## src/rtl/tdc_frame_pkg.sv

```systemverilog
// Shared types and constants for the hit-frame serializer slice.
package tdc_frame_pkg;

  typedef enum logic [1:0] {
    IDLE      = 2'd0,
    ARM       = 2'd1,
    STREAM    = 2'd2,
    WAIT_DONE = 2'd3
  } state_t;

  localparam int unsigned BYTES_PER_WORD  = 4;
  localparam int unsigned WORD_W          = 32;
  localparam int unsigned DEF_FRAME_WORDS = 256;
  localparam logic [7:0]  DEF_HDR_TAG     = 8'hA5;

  // Byte b of a frame word, most significant byte first.
  function automatic logic [7:0] word_byte(input logic [31:0] w, input logic [1:0] b);
    case (b)
      2'd0:    return w[31:24];
      2'd1:    return w[23:16];
      2'd2:    return w[15:8];
      default: return w[7:0];
    endcase
  endfunction

endpackage

```

## src/rtl/hit_frame_serializer_if.sv

```systemverilog
// Frame data channel between the serializer and the hit-RAM dump stage.
interface hit_frame_serializer_if;

  logic       dumpMem;
  logic       write_En_datachannel;
  logic [7:0] data_datachannel;
  logic       dumpdone;

  modport master (
    output dumpMem,
    output write_En_datachannel,
    output data_datachannel,
    input  dumpdone
  );

  modport slave (
    input  dumpMem,
    input  write_En_datachannel,
    input  data_datachannel,
    output dumpdone
  );

endinterface

```

## src/rtl/hit_counter_bank.sv

```systemverilog
// Per-channel saturating hit counters with a snapshot array read by word index.
module hit_counter_bank
  import tdc_frame_pkg::*;
#(
  parameter int unsigned NCH   = 64,
  parameter int unsigned CNT_W = 16,
  localparam int unsigned CH_W = (NCH > 1) ? $clog2(NCH) : 1
) (
  input  logic              SYSCLK,
  input  logic              reset,
  input  logic [NCH-1:0]    hits_i,
  input  logic              snap_i,
  input  logic [CH_W-1:0]   sel_i,
  output logic [WORD_W-1:0] snap_word_c
);

  localparam logic [CNT_W-1:0] CNT_MAX = '1;

  logic [CNT_W-1:0] cnt_q  [NCH];
  logic [CNT_W-1:0] snap_q [NCH];

  // Count hits; on snapshot the trigger-cycle hit goes into the snapshot
  // and the live counter restarts from zero, so each hit lands in exactly one window.
  always_ff @(posedge SYSCLK) begin
    if (reset) begin
      for (int i = 0; i < NCH; i++) begin
        cnt_q[i]  <= '0;
        snap_q[i] <= '0;
      end
    end else begin
      for (int i = 0; i < NCH; i++) begin
        if (snap_i) begin
          snap_q[i] <= (hits_i[i] && (cnt_q[i] != CNT_MAX)) ? cnt_q[i] + CNT_W'(1) : cnt_q[i];
          cnt_q[i]  <= '0;
        end else if (hits_i[i] && (cnt_q[i] != CNT_MAX)) begin
          cnt_q[i] <= cnt_q[i] + CNT_W'(1);
        end
      end
    end
  end

  // Zero-extended snapshot of the selected channel; out-of-range selects read zero.
  always_comb begin
    snap_word_c = '0;
    if (32'(sel_i) < NCH) begin
      snap_word_c = WORD_W'(snap_q[sel_i]);
    end
  end

endmodule

```

## src/rtl/hit_frame_serializer.sv

```systemverilog
// Hit-count frame producer: snapshot on trigger, then stream header, counters, padding.
module hit_frame_serializer
  import tdc_frame_pkg::*;
#(
  parameter int unsigned NCH         = 64,
  parameter int unsigned CNT_W       = 16,
  parameter int unsigned FRAME_WORDS = DEF_FRAME_WORDS,
  parameter int unsigned BYTE_GAP    = 1,
  parameter logic [7:0]  HDR_TAG     = DEF_HDR_TAG
) (
  input  logic                 SYSCLK,
  input  logic                 reset,
  input  logic [NCH-1:0]       hits,
  input  logic                 trigger,
  output logic                 busy,
  output logic [23:0]          frame_number,
  output logic [15:0]          dropped_triggers,
  hit_frame_serializer_if.master dch
);

  localparam int unsigned TOTAL_BYTES = FRAME_WORDS * BYTES_PER_WORD;
  localparam int unsigned BIDX_W      = $clog2(TOTAL_BYTES);
  localparam int unsigned WIDX_W      = BIDX_W - 2;
  localparam int unsigned CH_W        = (NCH > 1) ? $clog2(NCH) : 1;
  localparam int unsigned GAP_W       = (BYTE_GAP > 1) ? $clog2(BYTE_GAP) : 1;
  localparam logic [GAP_W-1:0]  GAP_RELOAD = GAP_W'(BYTE_GAP - 1);
  localparam logic [BIDX_W-1:0] LAST_BYTE  = BIDX_W'(TOTAL_BYTES - 1);

  state_t              state_q;
  logic [BIDX_W-1:0]   byte_idx_q;
  logic [GAP_W-1:0]    gap_q;
  logic                done_q;
  logic                dump_mem_q;
  logic                we_q;
  logic [7:0]          data_q;
  logic                busy_q;
  logic [23:0]         frame_q;
  logic [15:0]         drop_q;

  logic                accept_c;
  logic                emit_c;
  logic [WIDX_W-1:0]   word_idx_c;
  logic [CH_W-1:0]     ch_sel_c;
  logic [WORD_W-1:0]   bank_word_c;
  logic [WORD_W-1:0]   word_c;
  logic [7:0]          byte_c;

  assign accept_c   = (state_q == IDLE) && trigger;
  assign emit_c     = (state_q == ARM) || ((state_q == STREAM) && (gap_q == '0));
  assign word_idx_c = byte_idx_q[BIDX_W-1:2];
  assign ch_sel_c   = CH_W'(word_idx_c - WIDX_W'(1));

  hit_counter_bank #(
    .NCH   (NCH),
    .CNT_W (CNT_W)
  ) u_bank (
    .SYSCLK      (SYSCLK),
    .reset       (reset),
    .hits_i      (hits),
    .snap_i      (accept_c),
    .sel_i       (ch_sel_c),
    .snap_word_c (bank_word_c)
  );

  // Frame word mux: header, channel snapshots, then zero padding.
  always_comb begin
    word_c = '0;
    if (word_idx_c == '0) begin
      word_c = {HDR_TAG, frame_q};
    end else if (32'(word_idx_c) <= NCH) begin
      word_c = bank_word_c;
    end
  end

  assign byte_c = word_byte(word_c, byte_idx_q[1:0]);

  // Frame FSM with byte/gap sequencing, done latch and drop counter.
  always_ff @(posedge SYSCLK) begin
    if (reset) begin
      state_q    <= IDLE;
      byte_idx_q <= '0;
      gap_q      <= '0;
      done_q     <= 1'b0;
      dump_mem_q <= 1'b0;
      we_q       <= 1'b0;
      data_q     <= 8'h00;
      busy_q     <= 1'b0;
      frame_q    <= '0;
      drop_q     <= '0;
    end else begin
      dump_mem_q <= 1'b0;
      we_q       <= 1'b0;

      if (trigger && (state_q != IDLE) && (drop_q != 16'hFFFF)) begin
        drop_q <= drop_q + 16'd1;
      end

      // An early dumpdone is remembered until WAIT_DONE consumes it.
      if (dch.dumpdone && (state_q != IDLE)) begin
        done_q <= 1'b1;
      end

      case (state_q)
        IDLE: begin
          if (trigger) begin
            state_q    <= ARM;
            dump_mem_q <= 1'b1;
            busy_q     <= 1'b1;
            frame_q    <= frame_q + 24'd1;
            byte_idx_q <= '0;
            gap_q      <= '0;
          end
        end
        ARM, STREAM: begin
          if (emit_c) begin
            we_q       <= 1'b1;
            data_q     <= byte_c;
            byte_idx_q <= byte_idx_q + BIDX_W'(1);
            gap_q      <= GAP_RELOAD;
            state_q    <= (byte_idx_q == LAST_BYTE) ? WAIT_DONE : STREAM;
          end else begin
            gap_q <= gap_q - GAP_W'(1);
          end
        end
        WAIT_DONE: begin
          if (done_q || dch.dumpdone) begin
            state_q <= IDLE;
            busy_q  <= 1'b0;
            done_q  <= 1'b0;
          end
        end
        default: begin
          state_q <= IDLE;
        end
      endcase
    end
  end

  assign dch.dumpMem              = dump_mem_q;
  assign dch.write_En_datachannel = we_q;
  assign dch.data_datachannel     = data_q;
  assign busy                     = busy_q;
  assign frame_number             = frame_q;
  assign dropped_triggers         = drop_q;

endmodule

```

## src/flat_wrapper.sv

```systemverilog
// flat-port wrapper written by rule: the top's interface ports become plain ports
module hit_frame_serializer_flat import tdc_frame_pkg::*;
#(
  parameter int unsigned NCH         = 64,
  parameter int unsigned CNT_W       = 16,
  parameter int unsigned FRAME_WORDS = DEF_FRAME_WORDS,
  parameter int unsigned BYTE_GAP    = 1,
  parameter logic [7:0]  HDR_TAG     = DEF_HDR_TAG
)
  (SYSCLK, reset, hits, trigger, busy, frame_number, dropped_triggers, dch_dumpMem, dch_write_En_datachannel, dch_data_datachannel, dch_dumpdone);
  hit_frame_serializer_if dch_i ();
  input  logic SYSCLK;
  input  logic reset;
  input  logic [NCH-1:0] hits;
  input  logic trigger;
  output logic busy;
  output logic [23:0] frame_number;
  output logic [15:0] dropped_triggers;
  output wire logic [$bits(dch_i.dumpMem)-1:0] dch_dumpMem;
  output wire logic [$bits(dch_i.write_En_datachannel)-1:0] dch_write_En_datachannel;
  output wire logic [$bits(dch_i.data_datachannel)-1:0] dch_data_datachannel;
  input wire logic [$bits(dch_i.dumpdone)-1:0] dch_dumpdone;
  assign dch_dumpMem = dch_i.dumpMem;
  assign dch_write_En_datachannel = dch_i.write_En_datachannel;
  assign dch_data_datachannel = dch_i.data_datachannel;
  assign dch_i.dumpdone = dch_dumpdone;
  hit_frame_serializer #(.NCH(NCH), .CNT_W(CNT_W), .FRAME_WORDS(FRAME_WORDS), .BYTE_GAP(BYTE_GAP), .HDR_TAG(HDR_TAG)) u_core (.SYSCLK(SYSCLK), .reset(reset), .hits(hits), .trigger(trigger), .busy(busy), .frame_number(frame_number), .dropped_triggers(dropped_triggers), .dch(dch_i));
endmodule
```

## config.mk

```make
export PLATFORM = sky130hd
export DESIGN_NAME = hit_frame_serializer_flat
export DESIGN_NICKNAME = d
export VERILOG_FILES = /design/src/rtl/tdc_frame_pkg.sv /design/src/rtl/hit_frame_serializer_if.sv /design/src/rtl/hit_counter_bank.sv /design/src/rtl/hit_frame_serializer.sv /design/src/flat_wrapper.sv
export SDC_FILE = /design/constraint.sdc
export NUM_CORES = 2
export LEC_CHECK = 0
export BUFFER_PORTS_ARGS = -buffer_cell sky130_fd_sc_hd__buf_2
export CAP_MARGIN = 15
export CORE_MARGIN = 4
export CORE_UTILIZATION = 60
export DETAILED_ROUTE_END_ITERATION = 12
export PLACE_DENSITY = 0.76
export SLEW_MARGIN = 5
export SYNTH_ARGS = -nofsm -noshare
export SYNTH_HDL_FRONTEND = slang
export SYNTH_SLANG_ARGS = --single-unit
```

## constraint.sdc

```tcl
create_clock -name SYSCLK -period 68.2 [get_ports SYSCLK]
set_input_delay 3.41 -clock SYSCLK [delete_from_list [all_inputs] [get_ports SYSCLK]]
set_output_delay 3.41 -clock SYSCLK [all_outputs]
set_load 0.02 [all_outputs]
```

### Word-level counts from Yosys, hierarchy flattened

Memories as Yosys holds them, arrays and structs flattened.
Index checks and enable logic that the tools add are counted.
Widths: inputs -> output; s select.

* bits of input ports: 68
* memories kept: 2
* register bits after elaboration: 65
* logic and storage cells: 976
* RAM bits: 2048
* output and inout port bits: 51

Memory list
* u_core.u_bank.cnt_q: depth 64, bits a word 16, rd ports 64, clocked after Yosys merged registers in 0, write ports 64, line hit_counter_bank.sv:19 `logic [CNT_W-1:0] cnt_q [NCH];`
* u_core.u_bank.snap_q: depth 64, bits a word 16, rd ports 1, clocked after Yosys merged registers in 0, write ports 64, line hit_counter_bank.sv:20 `logic [CNT_W-1:0] snap_q [NCH];`

* bitwise operators: 195
* muxes and demuxes: 539
* add/subtract/negate cells: 69
* reductions and logical operators: 86
* order comparisons: 1
* equal/unequal tests: 74

Operators by type and width (number)
* $mux 16: 257
* $add 16x1->16 const B: 65
* $ne 16x16->1 const B: 65
* $mux 1: 271
* $or 1x1->1: 192
* $logic_and 1x1->1: 69
* $mux 32: 1
* $add 24x1->24 const B: 1
* $pmux 8 s3: 1
* $mux 10: 2
* $pmux 10 s2: 1
* $add 10x1->10 const B: 1
* $eq 10x10->1 const B: 1
* $reduce_and 3->1: 3
* $le 8x7->1 const B: 1
* $logic_not 8->1: 1
* $eq 2x2->1 const B: 3
* $mux 2: 3
* $pmux 2 s3: 1
* $reduce_and 2->1: 3
* $reduce_bool 2->1: 3
* $reduce_or 2->1: 3
* $sub 6x1->6 const B: 1
* $eq 2x1->1 const B: 2
* other kinds (7): 13

### Logic depth before layout (Yosys ltp)

An unclocked memory read counts as a cell.

* depth after elaboration: 8
* depth in mapped cells: 17
* mapped depth without buffers: 9

### Hierarchy

Synthesis repeated with hierarchy kept, for this count alone.

* cells, all modules: 10698
* area total of the unflattened synthesis: 118109.5 um2

By module, submodules not included
* hit_counter_bank: area each 114413.5 um2, cells an instance 10244, seq. area each 61499.0 um2, times used 1
* hit_frame_serializer: area each 3696.0 um2, cells an instance 454, seq. area each 1301.2 um2, times used 1

### Worst setup path before layout

Ideal clock, no wire load.

* path kind: input-to-reg
* from: input trigger
* to: memory u_core.u_bank.snap_q[0][0], enable pin
* data arrival time: 32058 ps
* setup time: 1786 ps
* cell stages on the path: 6
* path buffers: 3
* path slack: 34356 ps
* cell sequence: and2_1 clkbuf_1 nor2_1 clkbuf_1 clkinv_1 clkbuf_1

RTL lines
* start, declared: line flat_wrapper.sv:15 `input logic trigger;`
* end, declared: line hit_counter_bank.sv:20

==> impl_metrics.tcl <==
set metrics [dict create \
    outcome "completed" \
    grt_setup_unrepaired "no" \
    drive_above_1_share 0.0839 \
    design.final.nets 10300 \
    grt_util_all_layers 0.275 \
    avg_wl_per_cell_um 21.3 \
    drtPass1Iterations 6 \
    power.density_cell_area_nw_per_um2 30.5 \
    place.port_buffers 118 \
    synth_flop_cell "sky130_fd_sc_hd__edfxtp_1" \
    cp-end-kind "flip-flop" \
    finalWorstPathRequiredPeriod_ps 7890 \
    crit_path_top_cell_by_count "sky130_fd_sc_hd__buf_4" \
    avgViaCountPerCell 6.08 \
    synth.distinct_cells 85 \
    grt_start_max_net_pins 224 \
    area_growth_pct 8.39 \
    clock_tree.buffer_depth 3 \
    fillCellCount 13500 \
    antenna_left 0 \
    post_synth_edffs 2048 \
    cts.repair_timing.setup_buffer_count 0 \
    finalWorstSetupSlack_ps 60310 \
    clock_sink_count 2113 \
    synth-async-reset-ratio 0 \
    final.period_utilization 0.116 \
    count_of_endpoints_failing_hold_in_the_final_timing_report 0 \
    fin_skew_ps 36.1 \
    max_cap_viol_count 0 \
    timing.critical_path.required_ps 68750 \
    max_slew_headroom_at_the_worst_pin 0.158 \
    critical_path.cell_chain "buf_8 > buf_4 > nor2_4 > inv_8 > buf_4 > buf_4 > buf_4 > nor3_1" \
    routed_wl_um 272000 \
    place_congestion 0.929 \
    ctsHtreeMaxLevel 4 \
    critical_path_peak_fanout 110 \
    ctsHoldBuffers 0 \
    total_vias_in_the_final_route 77800 \
    r2r-start "u_core.state_q[1]$_SDFFE_PP0P_" \
    crit_path_start "reset" \
    cts.reportedPaths.clkPinSlew_ps 60 \
    ios 119 \
    timing_worst_slew_pin_value_ps 1260 \
    largest_vdd_supply_drop_mv 0.0254 \
    max_freq_ghz 0.127 \
    global_route_wire_length_before_repair_um 420000 \
    dpl_worst_slack_ps 59410 \
    cts.root.buffer_cell "sky130_fd_sc_hd__clkbuf_16" \
    crit_path_end "u_core.u_bank.cnt_q[0][508]$_SDFFCE_PN0P_" \
    reg2regPathDepth 9 \
    syn_inst 10200 \
    cpMaxStageDelayCell "sky130_fd_sc_hd__buf_4" \
    synthesis.nets 10300 \
    grt_pass1_vias 72800 \
    capture_point_of_the_worst_reg_to_reg_path "u_core.u_bank.cnt_q[0][508]$_SDFFCE_PN0P_" \
    setup-tns-final_ps 0 \
    worst-r2r-setup-slack_ps 63090 \
    syn_area_per_cell_um2 11.1 \
    cts_made_buffers 217 \
    die_w_um 441 \
    report.final.slew_viol_count 0 \
    max_stage_delay_ps 880 \
    detailedRoute.firstIterationViolations 9105 \
    core_area_um2 186000 \
    global_route.overflow_total 0 \
    leakage_power_nw 41.3 \
    area_of_the_multi_input_gates_um2 47500 \
    worstSetupStartpointType "input pin" \
    synth_seq_area_share 0.558 \
    die_height_um 441 \
    worst-setup-path-type "in -> reg" \
    register_area_um2 62800 \
    netlist_area_um2 113000 \
    detailedPlacementHpwl_um 186000 \
    antenna_found_initial 29 \
    synth_seq_cells 2113 \
    rows 158 \
    worst_skew_pair.late_latency_ps 870 \
    yosys_warnings 0 \
    drc_viols 0 \
    floorplan.initialDensity 0.605 \
    cts_tree "built" \
    design.die.area_um2 195000 \
    final-setup-viol-count 0 \
    worst-endpoint-arrival_ps 8440 \
    hold_path_class "reg -> reg" \
    postCtsResizedCells 0 \
]
-- per-stage QoR --
step / total power, mW / hold slack (ps) / instance area, um2 / util / instances
global placement: 2.50 / 439 / 115000 / 0.617 / 12400
floorplan: 2.45 / 477 / 113000 / - / 10200
finish: 3.72 / 465 / 122000 / 0.656 / 12800
detailed placement: 2.52 / 454 / 115000 / 0.617 / 12400
global route: 3.86 / 490 / 122000 / 0.656 / 12800
CTS: 3.72 / 467 / 122000 / 0.656 / 12800
-- cell families (layout without fill, tap and decap cells) --
logic type                 Yosys count  after routing  synth area share
other                                0             18                 0
adders and majority gates           77             77           0.00856
AOI/OAI and AO/OA                  749            749            0.0406
xor gates and xnor gates          1634           1634             0.127
muxes                              319            319            0.0584
and+or+nand+nor                   4748           4748             0.187
buffers and inverters              524            662            0.0209
DFF                               2113           2113             0.558
-- cell type report --
cell class              count  share of cell area
clock inverters           142              0.0120
repair buffers            179             0.00925
diodes                     18            0.000369
multi-input cells        7527               0.389
flip-flops and latches   2113               0.515
well taps                2480              0.0254
clock buffers             260              0.0466
inverters                  81             0.00255
-- worst min-delay path by stage --
| stage | from | endpoint | slack [ps] | depth (start not counted) |
|---|---|---|---|---|
| global route | u_core.dch.data_datachannel[6]$_SDFFE_PP0P_ | u_core.dch.data_datachannel[6]$_SDFFE_PP0P_ | 490 | 2 |
| global placement | u_core.dch.data_datachannel[6]$_SDFFE_PP0P_ | u_core.dch.data_datachannel[6]$_SDFFE_PP0P_ | 440 | 2 |
| finish | u_core.dch.data_datachannel[4]$_SDFFE_PP0P_ | u_core.dch.data_datachannel[4]$_SDFFE_PP0P_ | 470 | 1 |
| detailed placement | u_core.dch.data_datachannel[4]$_SDFFE_PP0P_ | u_core.dch.data_datachannel[4]$_SDFFE_PP0P_ | 450 | 1 |
| CTS | u_core.dch.data_datachannel[4]$_SDFFE_PP0P_ | u_core.dch.data_datachannel[4]$_SDFFE_PP0P_ | 470 | 1 |
| floorplan | u_core.gap_q$_SDFFE_PP0P_ | u_core.gap_q$_SDFFE_PP0P_ | 480 | 2 |
-- placed cells by master, fill, tap and decap left out, drive strengths merged, types with 35 or more instances in the layout --
cell type and count:
dfxtp 65, a311oi 61, ha 77, a21oi 330, mux2i 45, mux4 270
xnor2 787, nand4 108, or3 151, inv 84, nand3 407, xor2 847
and3 329, o21ai 190, clkbuf 260, nor3 168, nor2 1986, edfxtp 2048
a31oi 36, clkinv 98, buf 179, nor4 86, and2 35, nand2 1333
-- flip-flops by register name, indices dropped and copies added (netlist names) --
signal	count
u_core.u_bank.cnt_q	1024
u_core.u_bank.snap_q	1024
u_core.frame_number	24
u_core.dropped_triggers	16
u_core.byte_idx_q	10
u_core.dch.data_datachannel	8
u_core.state_q	2
u_core.busy	1
u_core.dch.dumpMem	1
u_core.dch.write_En_datachannel	1
u_core.done_q	1
u_core.gap_q	1
-- power by group --
part / switching (mW) / internal (mW) / leakage [nW]
clock network: 0.514 / 0.688 / 3.45
logic: 0.357 / 0.201 / 14.5
registers: 0.210 / 1.75 / 23.3
total: 1.08 / 2.64 / 41.3
-- critical path, delay by kind of cell --
kind	cells	cell delay, ps
and+or+nand+nor	2	250
buffers and inverters	6	4410
-- metal layers --
layer  wire (um)  track usage  vias to the layer above
met3       23900       0.0505                      490
met1      115000        0.401                    38100
met4        9990       0.0924                        4
li1            -            -                    36000
met5          24            0                        -
met2      123000        0.419                     3194
-- synthesized netlist by cell type, types with 13 or more instances --
| master | number | share of area |
|---|---|---|
| sky130_fd_sc_hd__a211oi_1 | 19 | 0.0013 |
| sky130_fd_sc_hd__a21oi_1 | 330 | 0.015 |
| sky130_fd_sc_hd__a311oi_1 | 59 | 0.0046 |
| sky130_fd_sc_hd__a31o_2 | 13 | 0.0010 |
| sky130_fd_sc_hd__a31oi_1 | 33 | 0.0018 |
| sky130_fd_sc_hd__and2_1 | 34 | 0.0019 |
| sky130_fd_sc_hd__and3_1 | 329 | 0.018 |
| sky130_fd_sc_hd__and4_1 | 29 | 0.0023 |
| sky130_fd_sc_hd__and4b_1 | 14 | 0.0012 |
| sky130_fd_sc_hd__buf_2 | 92 | 0.0041 |
| sky130_fd_sc_hd__buf_4 | 24 | 0.0016 |
| sky130_fd_sc_hd__buf_6 | 16 | 0.0016 |
| sky130_fd_sc_hd__clkbuf_1 | 291 | 0.0097 |
| sky130_fd_sc_hd__dfxtp_1 | 65 | 0.012 |
| sky130_fd_sc_hd__edfxtp_1 | 2048 | 0.55 |
| sky130_fd_sc_hd__ha_1 | 77 | 0.0086 |
| sky130_fd_sc_hd__inv_1 | 78 | 0.0026 |
| sky130_fd_sc_hd__mux2i_1 | 45 | 0.0040 |
| sky130_fd_sc_hd__mux4_2 | 270 | 0.054 |
| sky130_fd_sc_hd__nand2_1 | 1331 | 0.044 |
| sky130_fd_sc_hd__nand2b_1 | 29 | 0.0016 |
| sky130_fd_sc_hd__nand3_1 | 404 | 0.018 |
| sky130_fd_sc_hd__nand4_1 | 108 | 0.0060 |
| sky130_fd_sc_hd__nor2_1 | 1986 | 0.066 |
| sky130_fd_sc_hd__nor2b_1 | 17 | 0.00094 |
| sky130_fd_sc_hd__nor3_1 | 166 | 0.0074 |
| sky130_fd_sc_hd__nor3b_1 | 15 | 0.0010 |
| sky130_fd_sc_hd__nor4_1 | 73 | 0.0041 |
| sky130_fd_sc_hd__nor4_2 | 13 | 0.0014 |
| sky130_fd_sc_hd__o21a_1 | 28 | 0.0019 |
| sky130_fd_sc_hd__o21ai_0 | 175 | 0.0078 |
| sky130_fd_sc_hd__o21ai_1 | 14 | 0.00062 |
| sky130_fd_sc_hd__or2_2 | 23 | 0.0013 |
| sky130_fd_sc_hd__or3_1 | 149 | 0.0083 |
| sky130_fd_sc_hd__xnor2_1 | 787 | 0.061 |
| sky130_fd_sc_hd__xor2_1 | 846 | 0.066 |
Power figures use the tool's default switching activity.
